==> src/rtl/mips_fetch_decode_pipe.sv <==
// Instruction-fetch PC register plus IF/ID pipeline stage for the lab MIPS core.
// Decodes R/I/J fields, extended immediate, branch and jump targets from the IF/ID registers.
module mips_fetch_decode_pipe #(
  parameter int unsigned     XLEN       = 32,
  parameter logic [XLEN-1:0] RESET_PC   = '0,
  parameter int unsigned     PC_STEP    = 4,
  parameter bit              ZEXT_LOGIC = 1'b1
) (
  input  logic            clk,
  input  logic            rst_n,
  input  logic            stall,
  input  logic            redirect,
  input  logic [XLEN-1:0] redirect_pc,
  output logic [XLEN-1:0] imem_addr,
  input  logic [31:0]     imem_rdata,
  output logic            id_valid,
  output logic [XLEN-1:0] id_pc4,
  output logic [31:0]     id_instr,
  output logic [5:0]      id_op,
  output logic [4:0]      id_rs,
  output logic [4:0]      id_rt,
  output logic [4:0]      id_rd,
  output logic [4:0]      id_shamt,
  output logic [5:0]      id_funct,
  output logic [XLEN-1:0] id_imm_ext,
  output logic [XLEN-1:0] id_br_target,
  output logic [XLEN-1:0] id_jmp_target
);

  localparam int unsigned EXT_W = XLEN - 16;

  logic [XLEN-1:0] pc_q, pc_d;
  logic [XLEN-1:0] pc4_q, pc4_d;
  logic [31:0]     instr_q, instr_d;
  logic            valid_q, valid_d;
  logic [XLEN-1:0] pc_next_seq;
  logic            zext_sel;

  assign pc_next_seq = pc_q + XLEN'(PC_STEP);

  // redirect outranks stall for both the PC and the IF/ID stage
  always_comb begin
    pc_d    = pc_q;
    pc4_d   = pc4_q;
    instr_d = instr_q;
    valid_d = valid_q;
    if (redirect) begin
      pc_d    = redirect_pc;
      pc4_d   = '0;
      instr_d = '0;
      valid_d = 1'b0;
    end else if (!stall) begin
      pc_d    = pc_next_seq;
      pc4_d   = pc_next_seq;
      instr_d = imem_rdata;
      valid_d = 1'b1;
    end
  end

  always_ff @(posedge clk or negedge rst_n) begin
    if (!rst_n) begin
      pc_q    <= RESET_PC;
      pc4_q   <= '0;
      instr_q <= '0;
      valid_q <= 1'b0;
    end else begin
      pc_q    <= pc_d;
      pc4_q   <= pc4_d;
      instr_q <= instr_d;
      valid_q <= valid_d;
    end
  end

  assign imem_addr = pc_q;
  assign id_valid  = valid_q;
  assign id_pc4    = pc4_q;
  assign id_instr  = instr_q;
  assign id_op     = instr_q[31:26];
  assign id_rs     = instr_q[25:21];
  assign id_rt     = instr_q[20:16];
  assign id_rd     = instr_q[15:11];
  assign id_shamt  = instr_q[10:6];
  assign id_funct  = instr_q[5:0];

  // ANDI/ORI/XORI zero-extend when enabled; everything else (LUI included) sign-extends
  always_comb begin
    zext_sel = ZEXT_LOGIC && (instr_q[31:26] inside {6'h0C, 6'h0D, 6'h0E});
    if (zext_sel) id_imm_ext = {{EXT_W{1'b0}}, instr_q[15:0]};
    else          id_imm_ext = {{EXT_W{instr_q[15]}}, instr_q[15:0]};
  end

  assign id_br_target  = pc4_q + (id_imm_ext << 2);
  assign id_jmp_target = {pc4_q[XLEN-1:28], instr_q[25:0], 2'b00};

endmodule
==> config.mk <==
export PLATFORM = sky130hd
export DESIGN_NAME = mips_fetch_decode_pipe
export DESIGN_NICKNAME = d
export VERILOG_FILES = /design/src/rtl/mips_fetch_decode_pipe.sv
export SDC_FILE = /design/constraint.sdc
export NUM_CORES = 1
export LEC_CHECK = 0
export ABC_AREA = 1
export BUFFER_PORTS_ARGS = -buffer_cell sky130_fd_sc_hd__buf_2
export CAP_MARGIN = 25
export CORE_ASPECT_RATIO = 1.1
export CORE_MARGIN = 2
export CORE_UTILIZATION = 47
export CTS_BUF_LIST = sky130_fd_sc_hd__clkbuf_16
export DETAILED_ROUTE_END_ITERATION = 8
export HOLD_SLACK_MARGIN = 0.03
export PLACE_DENSITY = 0.78
export SYNTH_ARGS = -nofsm -noshare
export SYNTH_HDL_FRONTEND = slang
export SYNTH_SLANG_ARGS = --single-unit
==> constraint.sdc <==
create_clock -name clk -period 3.3 [get_ports clk]
set_input_delay 0.33 -clock clk [delete_from_list [all_inputs] [get_ports clk]]
set_output_delay 0.33 -clock clk [all_outputs]
set_load 0.1 [all_outputs]
# After elaboration in Yosys (flattened, before gate mapping)
# Index checks and enable logic that the tools add are counted.
[word_totals] ff_bits=97 inputBits=68 elab_cells=19
[op_classes] add_sub_neg=2 eq_ne=4 muxes=8 n_reduce_logical=1
[ops] operator="32-bit two-way mux" count=6
[ops] operator="32-bit by 3-bit adder with 32-bit output, second input constant" count=1
[ops] operator="32-bit adder" count=1
[ops] operator="6-bit by 4-bit equality test with 1-bit output, second input constant" count=3
[ops] operator="3-bit nonzero test" count=1
[ops] operator="1-bit two-way mux" count=2
[ops] operator="2-bit by 1-bit inequality test with 1-bit output, second input constant" count=1

# Depth between registers and ports, before layout
[depth] depth_word=4 ltp_mapped=16 ltp_nobuf=16

# Least setup slack after synthesis
# OpenSTA, ideal clock, no wires.
[synth_timing] path_kind="flip-flop to output port" from="reg instr_q[27] (netlist: id_instr[27])" to="out id_br_target[29]" t_arrival_ns=4.169 path_slack_ns=-1.199 path_stages_with_launch=13 n_path_buf=0 path_cell_list="dfrtp_1 -> inv_1 -> o21ai_0 -> nand2_1 -> inv_1 -> ha_1 -> nand2_1 -> inv_1 -> a21oi_1 -> nand2_1 -> a21oi_1 -> nand3_1 -> nand2_1"
[synth_between] elab_chain_len=4 elab_cells_between_ends=6
[synth_lines] element="start, declared" line_no="34" source="logic [31:0] instr_q, instr_d;"
[synth_lines] element="start signal, assigned" line_no="69" source="instr_q <= instr_d;"
[synth_lines] element="6-bit by 4-bit equality test with 1-bit output" line_no="87" source="zext_sel = ZEXT_LOGIC && (instr_q[31:26] inside {6'h0C, 6'h0D, 6'h0E});"
[synth_lines] element="3-bit nonzero test *" line_no="87"
[synth_lines] element="32-bit two-way mux *" line_no="88" source="if (zext_sel) id_imm_ext = {{EXT_W{1'b0}}, instr_q[15:0]};"
[synth_lines] element="net id_imm_ext[16]" line_no="25" source="output logic [XLEN-1:0] id_imm_ext,"
[synth_lines] element="32-bit adder *" line_no="92" source="assign id_br_target = pc4_q + (id_imm_ext << 2);"
[synth_lines] element="end, declared" line_no="26" source="output logic [XLEN-1:0] id_br_target,"
# The timed path passes the listed nets; every way through them passes the cells marked *.

# Worst setup path after layout
[layout_timing] from="reg instr_q[31] (netlist: id_instr[31])" to="out id_br_target[26]"
[layout_between] elab_chain_len=4 elab_cells_between_ends=6
[layout_lines] element="6-bit by 4-bit equality test with 1-bit output" line_no="87"
[layout_lines] element="3-bit nonzero test *" line_no="87"
[layout_lines] element="32-bit two-way mux *" line_no="88"
[layout_lines] element="32-bit adder *" line_no="92"
# Every way passes the cells marked *; elsewhere a longest branch is shown, timed or not.

==> results.md <==
- WL/cell: 15.28 microns
- Most used cell, CP: nand2_2
- Top Usage Layer GRT: met2
- CP delay by family, top: simple AND/OR/NAND/NOR gates
- Detailed Route WL: 22.67 mm
- Synthesis Warnings: 0
- Unrepaired setup endpoints after global routing: yes
- Via count: 7,495
- Critical Path Sink Type: primary output
- Residual DRC count: 0
- Slew margin rel.: 0.4187
- Die width: 123.4 microns
- Worst setup SP type: flip-flop
- Area of the die: 0.01671 sq mm
- Final Skew: 0.01087 ns
- Setup ws final: 0.0004994 ns
- Post-synthesis register bit count: 97
- CP bufs+invs: 3
- Final Cycle Share: 0.9998
- Cell Pwr Density: 536.8 mW/mm^2
- Final Non-Filler Cells: 1,484
- DP Area: 0.009233 sq mm
- Layout cells sized above 1: 0.3536
- WP data required: 2.97 ns
- Wire length of the first global-routing pass: 35.27 mm
- Met3 usage: 0.04082
- Setup TNS: 0 ns
- Post-Synth Simple-Gate Area: 0.3264
- Endpoints failing hold: 0
- Combinational family with the most area after synthesis: simple AND/OR/NAND/NOR gates
- 1st-iter DRT viols: 440
- Chip height: 135.4 microns
- All-Layer GR Usage: 0.2734
- Status: complete, no violations
- Worst hold path type: input port to async pin
- Static Leakage: 0.005613 uW
- Met1 GRT Util: 0.3476
- WP data arrival: 2.97 ns
- Final Max Tran Viols: 0
- VDD IR-drop max: 0.0003442 V
- Compound-Gate Fraction of Synth Area: 0.08636
- CTS tree: built
- Core footprint: 0.01549 sq mm
- Final number of setup-violating endpoints: 0
- Cell area after synthesis: 0.007375 sq mm
- Largest cells by area after synthesis: dfrtp_1, nand2_1, buf_4, inv_1, nand3_1
- Post-Syn Instances: 1,078
- Fin nets: 1,378
- Mux cell area share after synthesis: 0
- Routability cong.: 0.9287
- Clock transition at path regs: 0.07 ns
- Area grow syn2layout: 31.69%
- Highest clock rate: 303.1 MHz
- Cells along the critical path: nor3_4 -> o21ai_4 -> nand2_2 -> clkinvlp_4 -> buf_12 -> ha_4 -> nand2_2 -> nor2_4 -> nand2_1 -> nor2_1 -> nand2_1 -> nand3_1 -> nand2_2 -> nand2_8 -> buf_12
- IO Count: 293
- DP Wirelength: 18.23 mm
- Vias in the first global route: 7,086
- Site Rows: 48
- Antenna diodes: 0
- Final min period: 3.300 ns
- Slowest cell on crit path: dfrtp_4
- Crit-path max FO: 15
- GR Util met2: 0.4560
- Max cap viols: 0
- Clk sinks: 97
- Final Instance Area: 0.009712 sq mm
- Post-synth top area cell: dfrtp_1
- Final core utilization: 0.6268
- Post-Synth Adder-Cell Area: 0.05361
- Register area share after synthesis: 0.3291
- Clock Path Buffers: 2
- Vias per cell: 5.051
- Max incr delay on CP: 0.50 ns
- Largest net degree at the start of global routing: 83
- Post-Place Setup Slack: 0.2784 ns
- Initial core utilization: 0.4759
- Synth Area in XOR/XNOR: 0.01663
- Overflow left after global routing: 0
- Top cell type's share of synthesized area: 0.3291
- Port bufs: 290
- Antenna-violating nets left: 0
- Mean area per synthesized cell: 6.841 sq um
- Placed insts: 1,457
- Initial antenna violation count: 0
- DRT Pass-1 Iters: 5
- Root buffer cell: clkbuf_16
- CTS Buf Count: 9
- Synth cell types: 36
- Critical path type: flip-flop to primary output
- H-tree depth: 3
- Skew-Pair Late Insertion Delay: 0.35 ns
- Tightest Pin Transition: 0.8719 ns
-- state kept, by name (all words and copies together) (netlist names) --
signal / flops
imem_addr: 32
id_pc4: 32
id_instr: 32
id_valid: 1
-- layout by cell type (no fill, tap or decap), drive strengths merged --
master	n
xnor2	1
or2	2
conb	2
nand4	10
buf	305
nand2	391
dfrtp	97
nor3	9
o211ai	6
clkbuf	11
o21bai	8
bufinv	2
o221ai	1
nor3b	1
nand3b	2
ha	30
fa	1
nand3	87
inv	146
a22o	29
nor2	72
a21oi	23
xor2	13
clkinvlp	1
clkinv	5
o21ai	27
a21o	2
-- what timing repair did --
action / CTS / global route
setup buffers: 0 / 10
hold buffers: 0 / 0
cloned: 0 / 1
resized for setup: 3 / 15
setup endpoints to repair: 8 / 10
pin swaps: 0 / 9
-- cell usage after synthesis, drive strengths merged --
cell type and count:
conb 1, buf 113, xor2 13, a21oi 23, ha 30, o21ai 27
dfrtp 97, nor3b 1, nand4 10, inv 146, xnor2 1, clkinv 1
nand2 391, clkbuf 5, fa 1, nor2 72, o221ai 1, nand3b 2
nand3 87, nor3 9, o21bai 8, a22o 29, a21o 2, or2 2
o211ai 6
-- report_power, final --
part           leakage [uW]  internal, uW  switching [uW]
logic               0.00421           505            2180
clock network      0.000160           659             446
registers           0.00124          1280             136
-- cell type report --
type / instances / area (sq um)
Timing Repair Buffer: 307 / 1824
Inverter: 147 / 556.8
Fill cell: 1411 / 5783
Clock inverter: 7 / 87.58
Tap cell: 200 / 250.2
Clock buffer: 9 / 225.2
Sequential cell: 97 / 2447
Multi-Input combinational cell: 717 / 4320
-- per-stage QoR --
step | power [uW] | hold slack, ns
finish | 5213 | 0.01500
global route | 5393 | 0.07905
CTS | 5216 | 0.03728
detailed placement | 4104 | 0.4085
global placement | 4081 | 0.4042
floorplan | 3664 | 0.03441
-- path summary, 6_finish.rpt --
kind	slack, ns	endpoint	depth (start not counted)	from
setup / recovery	0.0005	id_br_target[26]	15	id_instr[31]$_DFFE_PN0N_
setup reg to reg	1.48	imem_addr[26]$_DFFE_PN0N_	10	imem_addr[2]$_DFFE_PN0N_
hold / removal	0.02	imem_addr[25]$_DFFE_PN0N_	1	rst_n
min in group clk	0.19	imem_addr[0]$_DFFE_PN0P_	3	redirect_pc[0]
hold reg to reg	0.51	imem_addr[0]$_DFFE_PN0P_	2	imem_addr[0]$_DFFE_PN0P_
max in group asynchronous	2.41	id_pc4[25]$_DFFE_PN0N_	2	rst_n
-- cells by family (layout without fill, tap and decap cells) --
kind of cell | count (synthesis) | in the layout
AO/OA/AOI/OAI | 96 | 96
flip-flops | 97 | 97
XOR/XNOR | 14 | 14
buffers and inverters | 265 | 470
adder cells (fa/ha/maj) | 31 | 31
AND/OR/NAND/NOR | 574 | 574
other | 1 | 2
-- routing by layer --
metal,vias to the layer above,wire [microns]
met5,-,0
met4,0,808
met3,51,1264
met2,269,11160
met1,3495,9441
li1,3680,-
Note: power is estimated with default switching activity, not from simulation.
